===== src/rtl/gh_stream_transpose.sv =====
// gh_stream_transpose
// -----------------------------------------------------------------------------
// Streaming byte-transpose of a LANES x LANES byte matrix (the Groestl state
// for LANES = 8, BYTE_W = 8). Row words are received one per cycle, and the
// same block is returned transposed, as column words, one per cycle. Two banks
// are used in ping-pong fashion so that one block can be filled while the
// other block is drained. This sustains one word per cycle on both sides.
//
// Ports
//   clk_i        rising-edge clock
//   rst_i        synchronous active-high reset
//   clr_i        synchronous flush (same effect as rst_i)
//   in_valid_i   input row word valid
//   in_ready_o   a row word can be accepted (depends on registers only)
//   in_data_i    row word k, byte b = in_data_i[BYTE_W*b +: BYTE_W]
//   out_valid_o  output column word valid
//   out_ready_i  consumer accepts the column word
//   out_data_o   column word j, byte i = element (row i, byte j); zero when idle
//   out_last_o   asserted with the final column word of a block
// -----------------------------------------------------------------------------
module gh_stream_transpose #(
  parameter int LANES  = 8,
  parameter int BYTE_W = 8
) (
  input  logic                    clk_i,
  input  logic                    rst_i,
  input  logic                    clr_i,
  input  logic                    in_valid_i,
  output logic                    in_ready_o,
  input  logic [LANES*BYTE_W-1:0] in_data_i,
  output logic                    out_valid_o,
  input  logic                    out_ready_i,
  output logic [LANES*BYTE_W-1:0] out_data_o,
  output logic                    out_last_o
);

  localparam int               WORD_W  = LANES * BYTE_W;
  localparam int               CNT_W   = (LANES > 1) ? $clog2(LANES) : 1;
  localparam logic [CNT_W-1:0] CNT_MAX = CNT_W'(LANES - 1);
  localparam logic [CNT_W-1:0] CNT_ONE = CNT_W'(1);

  // bank_q[bank][row][byte]
  logic [BYTE_W-1:0] bank_q [2][LANES][LANES];

  logic [1:0]       full_q, full_d;
  logic             wr_sel_q, wr_sel_d;
  logic             rd_sel_q, rd_sel_d;
  logic [CNT_W-1:0] wr_cnt_q, wr_cnt_d;
  logic [CNT_W-1:0] rd_cnt_q, rd_cnt_d;

  logic             wr_fire_s;
  logic             rd_fire_s;
  logic [WORD_W-1:0] col_s;

  // Handshake qualifiers. Both are derived from registered flags only.
  always_comb begin
    in_ready_o  = ~full_q[wr_sel_q];
    out_valid_o = full_q[rd_sel_q];
    wr_fire_s   = in_valid_i & ~full_q[wr_sel_q];
    rd_fire_s   = full_q[rd_sel_q] & out_ready_i;
  end

  // Column gather: byte i of the column word is byte rd_cnt of row i.
  always_comb begin
    col_s = '0;
    for (int i = 0; i < LANES; i++) begin
      col_s[BYTE_W*i +: BYTE_W] = bank_q[rd_sel_q][i][rd_cnt_q];
    end
  end

  // Output word and last flag, forced to zero while no block is ready.
  always_comb begin
    if (full_q[rd_sel_q]) begin
      out_data_o = col_s;
      out_last_o = (rd_cnt_q == CNT_MAX);
    end else begin
      out_data_o = '0;
      out_last_o = 1'b0;
    end
  end

  // Next-state logic for the write and read sides. A write only targets a
  // non-full bank and a read only targets a full bank. Therefore the two flag
  // updates never touch the same bank in the same cycle.
  always_comb begin
    full_d   = full_q;
    wr_sel_d = wr_sel_q;
    rd_sel_d = rd_sel_q;
    wr_cnt_d = wr_cnt_q;
    rd_cnt_d = rd_cnt_q;

    if (wr_fire_s) begin
      if (wr_cnt_q == CNT_MAX) begin
        full_d[wr_sel_q] = 1'b1;
        wr_sel_d         = ~wr_sel_q;
        wr_cnt_d         = '0;
      end else begin
        wr_cnt_d = wr_cnt_q + CNT_ONE;
      end
    end else begin
      wr_cnt_d = wr_cnt_q;
    end

    if (rd_fire_s) begin
      if (rd_cnt_q == CNT_MAX) begin
        full_d[rd_sel_q] = 1'b0;
        rd_sel_d         = ~rd_sel_q;
        rd_cnt_d         = '0;
      end else begin
        rd_cnt_d = rd_cnt_q + CNT_ONE;
      end
    end else begin
      rd_cnt_d = rd_cnt_q;
    end
  end

  // Control registers. A flush discards every partial or buffered block.
  always_ff @(posedge clk_i) begin
    if (rst_i || clr_i) begin
      full_q   <= 2'b00;
      wr_sel_q <= 1'b0;
      rd_sel_q <= 1'b0;
      wr_cnt_q <= '0;
      rd_cnt_q <= '0;
    end else begin
      full_q   <= full_d;
      wr_sel_q <= wr_sel_d;
      rd_sel_q <= rd_sel_d;
      wr_cnt_q <= wr_cnt_d;
      rd_cnt_q <= rd_cnt_d;
    end
  end

  // Byte storage has no reset. Stale contents are unreachable because the
  // full flags are cleared.
  always_ff @(posedge clk_i) begin
    if (wr_fire_s && !rst_i && !clr_i) begin
      for (int b = 0; b < LANES; b++) begin
        bank_q[wr_sel_q][wr_cnt_q][b] <= in_data_i[BYTE_W*b +: BYTE_W];
      end
    end
  end

endmodule


===== config.mk =====
export PLATFORM = sky130hd
export DESIGN_NAME = gh_stream_transpose
export DESIGN_NICKNAME = d
export VERILOG_FILES = /design/src/rtl/gh_stream_transpose.sv
export SDC_FILE = /design/constraint.sdc
export NUM_CORES = 1
export LEC_CHECK = 0
export CORE_MARGIN = 3
export CORE_UTILIZATION = 25
export DETAILED_ROUTE_END_ITERATION = 7
export GPL_TIMING_DRIVEN = 0
export HOLD_SLACK_MARGIN = 0.02
export PLACE_DENSITY = 0.37
export SETUP_SLACK_MARGIN = 0.15
export SLEW_MARGIN = 25
export SYNTH_ARGS = -nofsm -noshare
export SYNTH_HDL_FRONTEND = slang
export SYNTH_SLANG_ARGS = --single-unit

===== constraint.sdc =====
create_clock -name clk_i -period 7.3 [get_ports clk_i]
set_clock_uncertainty 0.05 [all_clocks]
set_input_delay 1.46 -clock clk_i [delete_from_list [all_inputs] [get_ports clk_i]]
set_output_delay 1.46 -clock clk_i [all_outputs]
set_load 0.01 [all_outputs]

==> results.md <==
Outcome:
- The run finished with clean final reports.

Yosys:
- Synthesis produced a netlist with a net count of 2569.
- The Yosys step of the flow raised 0 warnings.
- After synthesis the cells add up to 44080 µm².
- After synthesis the netlist holds a flip-flop and latch count of 1035.
- The synthesized instance count is 2496.
- The average instance in the mapped netlist occupies 17.66 µm².
- The count of flip-flops with a built-in enable after synthesis is 1024.
- In the synthesized netlist the dominant register cell turns out to be edfxtp_1.
- The post-synthesis async set-or-reset flop share is 0%.
- The number of library cell types mapped by synthesis is 40.
- Summing the sequential cell areas from Yosys gives 70.25% of the chip area.

Die:
- The total die area is 181400 µm².
- The die is 425.9 µm wide.
- The initial core utilization is 25.25%.
- The die height is 425.9 µm.
- The cell row count is 153.
- For this design the top-level I/O count stands at 136.
- The placeable core region is 174600 µm².

Placement:
- Detailed placement finished with a half-perimeter wire length of 132400 µm.
- The count of port buffers added during placement is 79.
- At the placement stage, the worst setup path has a slack of 1.857 ns.
- The global placer's final weighted congestion is 0.8101.
- The instance count after placement with tap cells included is 4963.

Power and ir drop:
- Sequential cells account for 50.7% of the total power.
- The analysis attributes to net switching a power of 2.920 mW.
- The design draws 12.93 mW.
- Net switching is 22.58% of the power.
- The clock group share of total power is 44.8%.
- The static power due to leakage is 18.68 nW.
- IR analysis of the VDD net gives a maximum drop of 0.1944 mV.
- Power spread over the standard cell area amounts to 243.2 nW/µm².
- In this run, the combinational gates consume 4.5% of the power.
- The cell-internal power is 10.01 mW.

Global routing:
- The largest net degree at the start of global routing is 48.
- Global routing consumed, on the met1 layer, 27.93% of the routing resources.
- The first global-routing pass estimated 258100 µm of wire.
- Global routing consumed, on the met2 layer, 36.49% of the routing resources.
- The global-route usage over all layers is 21.31%.
- The layer flagged by global routing as most heavily used is met2.
- The met3 track utilization from global routing is 3.128%.
- The number of global-route vias before repair is 27.87k.
- The total overflow left after global routing is 0.
- The number of antenna violations at the first check in global routing is 24.

Detailed routing:
- Across all layers, the routed design uses 26.99k vias.
- The number of design-rule violations left by the first detailed-router iteration is 3391.
- After detailed routing, the number of remaining DRC violations is 0.
- After detailed routing, the number of vias per cell comes to 5.207.
- The count of nets left with antenna violations once routing finished came out at 0.
- The number of detailed-route iterations in the first pass is 6.
- In the final routed layout, each cell accounts on average for 37.73 µm.
- Wires add up to 195600 µm.

Final layout:
- The area added between synthesis and finish is 20.63%.
- The total of fill cells in the finished design is 17.23k.
- The most common cell after layout, fill and taps aside is edfxtp_1.
- The library cells used most frequently in the layout, excluding fill and tap cells, are edfxtp_1 (1024), a21o_1 (448), mux4_2 (193).
- The finished layout holds 5183 standard cells, fillers aside.
- The final design utilization is 30.46%.
- The fraction of final layout cells sized beyond drive strength 1 is 22.27%.
- The net count of the finished layout is 2831.

Clocking:
- The H-tree generated during clock tree synthesis spans 3 levels.
- Clock-pin slew was measured on the worst setup and hold paths at 0.06 ns.
- After clock tree synthesis, the setup repair step added 0 buffers.
- The number of gates resized after CTS was 0.
- The clock passes through at most 3 buffers.
- Clock tree synthesis selected as its root buffer the cell clkbuf_16.
- The later pin in the worst-skew pair is clocked with a latency of 0.75 ns.
- The clock sink count is 1035.
- The TritonCTS buffer count is 118.
- In this run, post-CTS hold repair placed 0 buffers.
- The CTS tree is built.

Worst setup path:
- The worst register-to-register path has a depth of 7.
- The worst path arrival time is 4.67 ns.
- STA classifies the critical path endpoint as an output port.
- The required time reported for the critical path endpoint is 5.79 ns.
- The largest fanout on the critical path is 10.
- The type of the worst setup path is reg2out.
- The critical path startpoint category is a register.

Worst hold path:
- The worst hold-check path type is reg2reg.
- Counting instances, the worst hold path has a depth of 2.

STA:
- The max-slew violation count is 0.
- The final count of negative-setup-slack endpoints is 0.
- The transition time at the pin with the least slew margin is 1.126 ns.
- The headroom to the max-slew limit is 24.91%.
- The final worst-path cycle share is 84.68%.
- After layout, the worst setup slack is 1.118 ns.
- The time the final worst path needs with I/O delays and setup is 6.182 ns.
- The number of endpoints with negative hold slack in the final report is 0.
- For the final routed database, the setup TNS stands at 0 ns.
- Setup repair after global routing left no endpoint under its margin.
- Static timing analysis puts the maximum clock frequency at 0.1618 GHz.

Run:
- Across the run, the number of max-cap violations was 0.
-- cell usage after synthesis, types with 2 or more instances --
cell type / instances / share of area [%]
a22o_1: 47 / 0.93
inv_1: 10 / 0.085
edfxtp_1: 1024 / 70
clkbuf_1: 57 / 0.49
a211oi_1: 32 / 0.54
nand2b_1: 2 / 0.028
buf_6: 3 / 0.077
nand3_1: 21 / 0.24
mux4_2: 193 / 9.9
ha_1: 4 / 0.11
buf_1: 69 / 0.59
nor2b_1: 52 / 0.74
or3_1: 2 / 0.028
nor3_1: 17 / 0.19
nand2_1: 10 / 0.085
and2_1: 11 / 0.16
o31ai_1: 16 / 0.27
buf_4: 8 / 0.14
dfxtp_1: 11 / 0.50
mux2i_1: 96 / 2.2
a22oi_1: 47 / 0.80
a31oi_1: 2 / 0.028
a221o_1: 63 / 1.4
a21o_1: 448 / 7.6
a21oi_1: 70 / 0.79
buf_2: 99 / 1.1
nor2_1: 7 / 0.060
and3_1: 63 / 0.89
-- layout make-up --
cell class	instances	area [µm²]	area share, %
flip-flops and latches	1035	30970	58.24
multi-input cells	1215	12100	22.76
clock buffers	136	3020	5.680
well taps	2325	2909	5.471
repair buffers	142	2296	4.318
plain buffers	236	1161	2.184
clock inverters	78	665.6	1.252
inverters	10	37.54	0.07059
diodes	6	15.01	0.02824
-- power by group through the flow --
stage / clock (mW) / combinational (mW) / sequential [mW]
3_3_place_gp: 0 / 0.498 / 6.68
5_1_grt: 6.12 / 0.604 / 6.55
4_1_cts: 5.89 / 0.587 / 6.55
2_1_floorplan: 0 / 0.210 / 6.68
3_5_place_dp: 0 / 0.585 / 6.68
6_report: 5.79 / 0.587 / 6.55
-- registers in the layout, summed over array words and instances, names as in the netlist, named ones only --
| register | flops |
|---|---|
| wr_sel_q | 1 |
| full_q | 2 |
| rd_sel_q | 1 |
| wr_cnt_q | 3 |
| rd_cnt_q | 3 |
| bank_q | 1024 |
-- through the flow --
step	hold slack [ns]	cell area [µm²]
after floorplan	0.4079	44080
final	0.4620	53180
after global routing	0.4946	53160
after detailed placement	0.4477	49470
after global placement	0.4645	47780
after CTS	0.4589	53160
-- kinds of logic (layout without fill, tap and decap cells) --
group | after synthesis | in the layout | share of synthesized area (%)
flops | 1035 | 1035 | 70.25
mux | 291 | 291 | 12.10
fa+ha+maj | 4 | 4 | 0.1135
compound gates | 727 | 727 | 12.47
simple gates | 191 | 191 | 2.535
other cells | 0 | 6 | 0
buf+inv | 246 | 602 | 2.495
xor+xnor | 2 | 2 | 0.03974
-- layer usage --
metal	vias to the layer above	part of all wire [%]
met2	1127	50
li1	10810	-
met5	-	0
met4	0	3.0
met3	237	6.0
met1	14820	41
-- worst max-delay path, stage by stage, from the launching register on --
cell	delay [ns]
dfxtp_1	0.30
buf_2	0.38
buf_2	0.62
buf_2	0.60
buf_2	0.48
a211oi_1	0.16
o31ai_1	0.37
a221o_1	0.36
clkdlybuf4s50_1	0.60
-- worst paths after layout --
kind,startpoint,endpoint,slack [ns]
worst max-delay path,register,out_data_o[28],1.12
worst min-delay path,wr_cnt_q[1],wr_cnt_q[1],0.46
worst max register to register,wr_sel_q,bank_q[0][162],4.10
worst min register to register,wr_cnt_q[1],wr_cnt_q[1],0.46
No activity file was read; power rests on OpenSTA's default activity.
